`config.mk`:
```
export PLATFORM = sky130hd
export DESIGN_NAME = mul_result_stage
export DESIGN_NICKNAME = d
export VERILOG_FILES = /design/src/rtl/mul_result_stage.sv
export SDC_FILE = /design/constraint.sdc
export NUM_CORES = 1
export LEC_CHECK = 0
export BUFFER_PORTS_ARGS = -buffer_cell sky130_fd_sc_hd__buf_4
export CORE_AREA = 2 2 142 144
export CTS_BUF_LIST = sky130_fd_sc_hd__clkbuf_16
export DETAILED_ROUTE_END_ITERATION = 10
export DIE_AREA = 0 0 144 146
export GPL_TIMING_DRIVEN = 1
export MAX_ROUTING_LAYER = met4
export PLACE_DENSITY = 0.95
export REMOVE_ABC_BUFFERS = 1
export SLEW_MARGIN = 25
export SYNTH_ARGS = -nofsm -noshare
export SYNTH_HDL_FRONTEND = slang
export SYNTH_SLANG_ARGS = --single-unit
```
`constraint.sdc`:
```
create_clock -name clk -period 4.47 [get_ports clk]
set_clock_uncertainty 0.1 [all_clocks]
set_input_delay 0.447 -clock clk [delete_from_list [all_inputs] [get_ports clk]]
set_output_delay 0.447 -clock clk [all_outputs]
set_load 0.1 [all_outputs]
```
`src/rtl/mul_result_stage.sv`:
```
// mul_result_stage: carry-propagate stage behind the Wallace column compressors.
// Resolves the column sum/carry vectors into the 2*XLEN-bit product and selects
// the RV64 result (low, high or sign-extended word) behind a valid/ready pair.
// Build option: define MUL_RESULT_SPLIT_ADD_EN for a two-stage split adder
// (latency 2). The default build uses a single stage with the full-width add
// (latency 1). Results and handshake behaviour are the same in both builds.
module mul_result_stage #(
  parameter int XLEN = 64
) (
  input  logic              clk,
  input  logic              rst_n,
  input  logic              flush,
  input  logic              in_valid,
  output logic              in_ready,
  input  logic [2*XLEN-1:0] s_vec,
  input  logic [2*XLEN-1:0] c_vec,
  input  logic              mul_hi,
  input  logic              is_w,
  output logic              out_valid,
  input  logic              out_ready,
  output logic [XLEN-1:0]   result
);

  localparam int PW = 2 * XLEN;

  // High half wins over the word select; a word op sign-extends product[31:0].
  function automatic logic [XLEN-1:0] sel_result(input logic [PW-1:0] prod,
                                                 input logic          hi,
                                                 input logic          w);
    logic [XLEN-1:0] r;
    if (hi)     r = prod[PW-1:XLEN];
    else if (w) r = {{(XLEN-32){prod[31]}}, prod[31:0]};
    else        r = prod[XLEN-1:0];
    return r;
  endfunction

  logic            vld_p2;
  logic [XLEN-1:0] result_p2;
  logic            s2_load;
  logic            s2_vin;
  logic            s2_take;
  logic [XLEN-1:0] s2_din;
  logic            in_fire;

  // The top carry bit has weight 2^(2*XLEN) and falls off the product.
  logic            unused_c_msb;
  assign unused_c_msb = c_vec[PW-1];

  assign s2_load   = !vld_p2 || out_ready;
  assign out_valid = vld_p2;
  assign result    = result_p2;

`ifdef MUL_RESULT_SPLIT_ADD_EN
  logic            vld_p1;
  logic [XLEN:0]   lo_p1;
  logic [XLEN-1:0] s_hi_p1;
  logic [XLEN-1:0] c_hi_p1;
  logic            mul_hi_p1;
  logic            is_w_p1;
  logic [XLEN-1:0] hi_sum;

  assign in_ready = !flush && (!vld_p1 || s2_load);
  assign in_fire  = in_valid && in_ready;

  // ---- S1: low-half add, carry-out kept in lo_p1[XLEN] ----
  // S1 occupancy: refills whenever it is empty or draining into S2.
  always_ff @(posedge clk or negedge rst_n) begin
    if (!rst_n)                  vld_p1 <= 1'b0;
    else if (flush)              vld_p1 <= 1'b0;
    else if (!vld_p1 || s2_load) vld_p1 <= in_fire;
  end

  // S1 operands: low sum resolved now, high operands carried for S2.
  always_ff @(posedge clk) begin
    if (in_fire) begin
      lo_p1     <= {1'b0, s_vec[XLEN-1:0]} + {1'b0, c_vec[XLEN-2:0], 1'b0};
      s_hi_p1   <= s_vec[PW-1:XLEN];
      c_hi_p1   <= c_vec[PW-2:XLEN-1];
      mul_hi_p1 <= mul_hi;
      is_w_p1   <= is_w;
    end
  end

  // ---- S2: high-half add with the low carry, then result select ----
  assign hi_sum  = s_hi_p1 + c_hi_p1 + {{(XLEN-1){1'b0}}, lo_p1[XLEN]};
  assign s2_din  = sel_result({hi_sum, lo_p1[XLEN-1:0]}, mul_hi_p1, is_w_p1);
  assign s2_vin  = vld_p1;
  assign s2_take = vld_p1 && s2_load && !flush;
`else
  assign in_ready = !flush && s2_load;
  assign in_fire  = in_valid && in_ready;

  // ---- single stage: full-width add and select ahead of the result register ----
  assign s2_din  = sel_result(s_vec + {c_vec[PW-2:0], 1'b0}, mul_hi, is_w);
  assign s2_vin  = in_fire;
  assign s2_take = in_fire;
`endif

  // Output register: valid follows the upstream slot, result only moves on a real load.
  always_ff @(posedge clk or negedge rst_n) begin
    if (!rst_n) begin
      vld_p2    <= 1'b0;
      result_p2 <= '0;
    end else begin
      if (flush)        vld_p2 <= 1'b0;
      else if (s2_load) vld_p2 <= s2_vin;
      if (s2_take)      result_p2 <= s2_din;
    end
  end

endmodule

```
==> reports/summary.txt, run 1 <==
global-route wire length before repair -> 69.68 mm
Max clock buf depth -> 2
VDD IR max -> 347.5 uV
Setup TNS Final -> 0 ps
maxcap violations -> 0
Slew Viols, Final -> 0
Final GP Congestion -> 1.109
1st-iter DRT viols -> 1571
FF+latch count, synth -> 65
commonest non-fill, non-tap cell in the layout -> buf_4
Fin. Hold Viols -> 0
post-synth top area cell -> dfrtp_1
htree depth -> 3
total number of vias -> 14120
Design Power -> 4730 uW
CP endpoint kind -> register
Rel. slew slack -> 36.20%
wire per inst -> 20.99 um
Seq/Total Area, Yosys -> 14.45%
Core ar. -> 19330 sq um
actual slew at the worst max-slew pin -> 957.1 ps
r2r startpoint -> out_valid
Pwr Density -> 331.3 nW/um^2
NumNets Final -> 2287
highest-count cells in the layout ignoring fill and taps -> buf_4 (355), a21oi_1 (232), nand2_1 (180)
largest net degree at the start of global routing -> 66
Synth Area per Inst -> 7.028 sq um
Yosys cell types -> 91
asr flop ratio synth -> 100.0%
# IOs -> 329
die area -> 21020 sq um
die width -> 144 um
root buffer cell -> clkbuf_16
Vias/cell -> 6.512
run status -> complete, no violations
CTS Hold Bufs -> 0
share of cells above drive strength 1 -> 21.98%
antenna violations before repair -> 1
Syn Inst Count -> 1602
worst r2r path cells -> 6
fin crit period -> 3979 ps
CTS tree -> done
Startpoint Class -> input pin
buffers inserted by post-CTS timing repair -> 0
die height -> 146 um
Final setup viols -> 0
Synth warnings -> 0
TritonCTS Sinks -> 65
fmax -> 251.3 MHz
Worst EP required -> 4590 ps
Rows -> 51
total global routing overflow -> 0
dominant synthesized flop cell -> dfrtp_1
Reg clk slew, reported paths -> 60 ps
post-CTS sizing -> 0
Initial Util -> 58.23%
Worst Path Max Fanout -> 5
post-route ant nets -> 0
RR Endpoint -> result[15]
vias in the first global route -> 13300
top-area cell type share of the netlist area -> 14.45%
CTS Buf Count -> 9
final WL -> 45.52 mm
EDFF count, synth -> 0
I/O Buffers -> 327
kind of critical path -> in -> reg
Core Util, Final -> 73.83%
# DRC -> 0
Pre-antenna DRT Iters -> 9
# fillers -> 1578
detailed placer's ending HPWL -> 37.44 mm
CP arrival -> 4100 ps
post-route clock period utilization -> 89.02%
mapped cell area -> 11260 sq um
unrepaired setup endpoints after global routing -> false
r2r setup slk -> 2220 ps
GRT Total Usage -> 43.35%
Leak -> 0.006593 uW
Layout area overhead -> 26.79%
Synth area leaders -> dfrtp_1 (14%), ha_1 (14%), a21oi_1 (10%), o21ai_0 (6.7%), nand2_1 (6.0%)
worst skew pair latency -> 350 ps
Hold/Removal Path Class -> in -> async
-- power breakdown --
part           switching [uW]  internal, uW
sequential               96.5           726
clock                     300           425
combinational            2230           952
total                    2630          2100
-- final cells by class --
type,instances,area [sq um],area share (%)
Antenna cell,1,2.502,0.01753
Clock buffer,9,225.2,1.578
Clock inverter,7,61.31,0.4295
Inverter,48,180.2,1.262
Multi-Input combinational cell,1418,9183,64.33
Sequential cell,65,1627,11.39
Tap cell,265,331.6,2.323
Timing Repair Buffer,355,2665,18.67
-- state kept, by name (all words and copies together), names as in the netlist --
name,count
out_valid,1
result,64
-- Yosys cell counts (11+ instances only) --
library cell,count
dfrtp_1,65
nor2_1,162
and3_1,12
nand2_1,181
a21oi_1,232
xor2_1,40
clkbuf_1,64
o21bai_1,40
o211ai_1,14
nand3_1,23
xnor2_1,71
ha_1,126
nor2b_1,16
a31oi_1,22
a21o_1,56
nand4_1,50
o21ai_0,151
o21ai_1,17
inv_1,46
o21a_1,11
nor3_1,26
-- logic make-up (layout without fill, tap and decap cells) --
logic type                 Yosys count  count (layout)  synth area share (%)
AOI/OAI and AO/OA                  643             643                 35.69
buffers and inverters              119             419                 4.034
adders and majority gates          127             127                 14.18
and+or+nand+nor                    526             526                 21.96
xor gates and xnor gates           111             111                 8.635
muxes                               11              11                 1.056
other                                0               1                     0
DFF                                 65              65                 14.45
-- worst max-delay path, stage by stage --
cell       delay, ps
buf_4            110
ha_1             360
a21oi_1          300
nand2_1          160
o2111ai_1        430
a31oi_1          150
buf_4            180
a221o_1          490
nand3b_4         240
a31oi_4          250
nand2b_2         190
a31o_1           250
a311oi_2         300
xor2_1           170
a21oi_1           80
-- how the worst max path moves through the flow --
stage,from,end,slack [ps]
6_report,s_vec[5],result[62],490
5_1_grt,s_vec[5],result[62],390
4_1_cts,s_vec[5],result[62],680
3_5_place_dp,s_vec[5],result[62],330
3_3_place_gp,s_vec[5],result[62],370
2_1_floorplan,out_valid,result[15],-820
-- through the flow --
stage	instances	cell area [sq um]	hold WS [ps]	setup WS (ps)
after global routing	2168	14270	163.6	392.3
after floorplan	1531	10980	51.41	-824.0
final	2168	14270	129.8	490.8
after CTS	2167	14270	146.8	682.4
after detailed placement	2151	13990	371.6	333.5
after global placement	2151	13990	363.6	374.5
-- layer usage --
layer  track usage, %  up-vias  share of wire, %
met2            63.48      994                43
met4            19.41        0               5.1
met3            9.214      183                12
met5                -        -                 0
met1            57.15     6421                40
li1                 -     6519                 -
Note: power is estimated with default switching activity, not from simulation.
==> run 2, diff against run 1 <==
--- a/config.mk
+++ b/config.mk
@@ -6,13 +6,13 @@
 export NUM_CORES = 1
 export LEC_CHECK = 0
 export BUFFER_PORTS_ARGS = -buffer_cell sky130_fd_sc_hd__buf_4
-export CORE_AREA = 2 2 142 144
+export CORE_AREA = 2 2 147 149
 export CTS_BUF_LIST = sky130_fd_sc_hd__clkbuf_16
 export DETAILED_ROUTE_END_ITERATION = 10
-export DIE_AREA = 0 0 144 146
+export DIE_AREA = 0 0 149 151
 export GPL_TIMING_DRIVEN = 1
 export MAX_ROUTING_LAYER = met4
-export PLACE_DENSITY = 0.95
+export PLACE_DENSITY = 0.9
 export REMOVE_ABC_BUFFERS = 1
 export SLEW_MARGIN = 25
 export SYNTH_ARGS = -nofsm -noshare
==> constraint.sdc (replaced) <==
create_clock -name clk -period 4.2 [get_ports clk]
set_clock_uncertainty 0.1 [all_clocks]
set_input_delay 0.42 -clock clk [delete_from_list [all_inputs] [get_ports clk]]
set_output_delay 0.42 -clock clk [all_outputs]
set_load 0.1 [all_outputs]
==> run 2 against run 1 <==
Effect of this change:
- first-iteration DRC count is 9.6% higher
- clock-buffer cell count stayed put
- critical path type unchanged
- via count is 2.5% higher
- global-route usage is 0.24 points lower
- critical path depth is 4 higher
- largest cell class unchanged
==> reports/summary.txt, run 2 (synthesized netlist as in run 1, its figures left out) <==
post-route clock period utilization -> 94.45%
kind of critical path -> in -> reg (unchanged)
placed cells -> 2195 (was 2151)
largest net degree at the start of global routing -> 66 (unchanged)
Vias/cell -> 6.545 (was 6.512)
Design Power -> 5191 uW (was 4730 uW)
Final setup viols -> 0 (unchanged)
Startpoint Class -> input pin (unchanged)
VDD IR max -> 416.9 uV (was 347.5 uV)
CP top delay family -> compound AO/OA/AOI/OAI gates (unchanged)
maxcap violations -> 0 (unchanged)
Slew Viols, Final -> 0 (unchanged)
wire per inst -> 21.84 um (was 20.99 um)
CP arrival -> 4120 ps (was 4100 ps)
Initial Util -> 54.07% (was 58.23%)
CP Cell Sequence -> buf_4 > ha_1 > inv_1 > fa_1 > nor2b_1 > o211ai_1 > a31oi_1 > nand2b_4 > a41o_1 > a31oi_1 > xnor2_1 > a21oi_1 > buf_4 > buf_4 > nand2_1 > buf_4 > o22ai_1 > a31oi_1 > o21a_1 (was buf_4 > ha_1 > a21oi_1 > nand2_1 > o2111ai_1 > a31oi_1 > buf_4 > a221o_1 > nand3b_4 > a31oi_4 > nand2b_2 > a31o_1 > a311oi_2 > xor2_1 > a21oi_1)
Hold/Removal Path Class -> in -> async (unchanged)
CP peak stage delay -> 450 ps (was 490 ps)
# DRC -> 0 (unchanged)
TritonCTS Sinks -> 65 (unchanged)
final hold slack -> 81.93 ps (was 129.8 ps)
antenna violations before repair -> 0 (was 1)
Clk pwr share -> 16.4% (was 15.3%)
CTS Hold Bufs -> 0 (unchanged)
sw frac -> 54.84% (was 55.54%)
CP endpoint kind -> register (unchanged)
final WL -> 48.28 mm (was 45.52 mm)
post-CTS sizing -> 0 (unchanged)
Max clock buf depth -> 2 (unchanged)
Worst EP required -> 4350 ps (was 4590 ps)
detailed placer's ending HPWL -> 39.99 mm (was 37.44 mm)
CTS Buf Count -> 9 (unchanged)
# fillers -> 1787 (was 1578)
Rows -> 53 (was 51)
Pre-antenna DRT Iters -> 8 (was 9)
vias in the first global route -> 13700 (was 13300)
total global routing overflow -> 0 (unchanged)
fin crit period -> 3967 ps
die height -> 151 um (was 146 um)
CTS tree -> done (unchanged)
Comb power frac -> 66.6% (was 67.3%)
die width -> 149 um (was 144 um)
commonest non-fill, non-tap cell in the layout -> buf_4 (unchanged)
Largest register FFs -> 64 (unchanged)
share of cells above drive strength 1 -> 23.45% (was 21.98%)
die area -> 22500 sq um (was 21020 sq um)
Fin. Hold Viols -> 0 (unchanged)
run status -> complete, no violations (unchanged)
# IOs -> 329 (unchanged)
worst skew pair latency -> 350 ps (about the same)
buffers inserted by post-CTS timing repair -> 0 (unchanged)
Worst Path Max Fanout -> 12 (was 5)
I/O Buffers -> 327 (unchanged)
Final GP Congestion -> 1.078 (was 1.109)
highest-count cells in the layout ignoring fill and taps -> buf_4 (389), a21oi_1 (232), nand2_1 (180) (was buf_4 (355), a21oi_1 (232), nand2_1 (180))
root buffer cell -> clkbuf_16 (unchanged)
fmax -> 252.1 MHz
1st-iter DRT viols -> 1722 (was 1571)
total number of vias -> 14470 (was 14120)
Seq pwr share -> 17.0% (was 17.4%)
CP max stage cell -> a21oi_1 (was a221o_1)
htree depth -> 3 (unchanged)
switching pwr -> 2847 uW (was 2627 uW)
post-route ant nets -> 0 (unchanged)
most frequent cell on the critical path -> buf_4
Leak -> 0.006769 uW (was 0.006593 uW)
crit path buf inv count -> 5 (was 2)
GRT Total Usage -> 43.11% (was 43.35%)
Int Pwr -> 2344 uW (was 2103 uW)
Rel. slew slack -> 35.98% (was 36.20%)
Ant. Diodes -> 0 (was 1)
Setup TNS Final -> 0 ps (unchanged)
actual slew at the worst max-slew pin -> 960.4 ps (was 957.1 ps)
unrepaired setup endpoints after global routing -> false (unchanged)
Layout area overhead -> 29.44% (was 26.79%)
global-route wire length before repair -> 73.68 mm (was 69.68 mm)
Pwr Density -> 356.2 nW/um^2 (was 331.3 nW/um^2)
Reg clk slew, reported paths -> 70 ps (was 60 ps)
NumNets Final -> 2321 (was 2287)
Core ar. -> 20820 sq um (was 19330 sq um)
Finished Layout Cells -> 2211 (was 2168)
## run 2: changes by cell type in the layout (fill, tap and decap cells not counted), sizes merged
cell / change
clkinvlp: +1
clkinv: -2
bufinv: +1
diode: -1
buf: +34
## run 2: final cells by class
class | instances | area (sq um) | area share [%]
Multi-Input combinational cell | 1418 | 9181 | 63.00
Timing Repair Buffer | 389 | 2920 | 20.04
Sequential cell | 65 | 1627 | 11.16
Tap cell | 275 | 344.1 | 2.361
Clock buffer | 9 | 225.2 | 1.545
Inverter | 48 | 180.2 | 1.236
Clock inverter | 7 | 95.09 | 0.6525
## run 2: through the flow
stage	cell area (sq um)	util [%]	setup WS, ps
global placement	14250	68.45	161.8
detailed placement	14250	68.45	86.24
CTS	14570	69.99	439.8
floorplan	10980	-	-1094
global route	14570	69.99	129.3
finish	14570	69.99	233.2
## run 2: final timing paths
path,startpoint,end,slack [ps],depth (start not counted)
max in group asynchronous,rst_n,result[51],3250,1
setup / recovery,s_vec[1],result[61],230,19
setup reg to reg,out_valid,result[29],1650,6
hold reg to reg,result[18],result[18],380,2
min in group clk,flush,out_valid,140,2
hold / removal,rst_n,result[0],80,1
## run 2: routing by layer
| layer | vias up | track usage, % | share of wire, % |
|---|---|---|---|
| li1 | 6569 | - | - |
| met1 | 6720 | 56.72 | 40 |
| met2 | 1037 | 66.15 | 44 |
| met3 | 146 | 8.765 | 12 |
| met4 | 0 | 14.90 | 3.6 |
| met5 | - | - | 0 |
## run 2: power groups by stage
stage / Sequential (uW) / Clock, uW / Combinational, uW
CTS: 879 / 845 / 3390
finish: 885 / 851 / 3460
detailed placement: 889 / 0 / 3370
global placement: 882 / 0 / 3340
global route: 891 / 869 / 3630
floorplan: 1930 / 0 / 1280
## run 2: worst register-to-register path: stages (launching register included)
cell	delay (ps)
dfrtp_1	380
nor2b_1	140
nor2_1	180
nand2_2	480
nor2_1	860
a32oi_1	190
o21ai_0	130
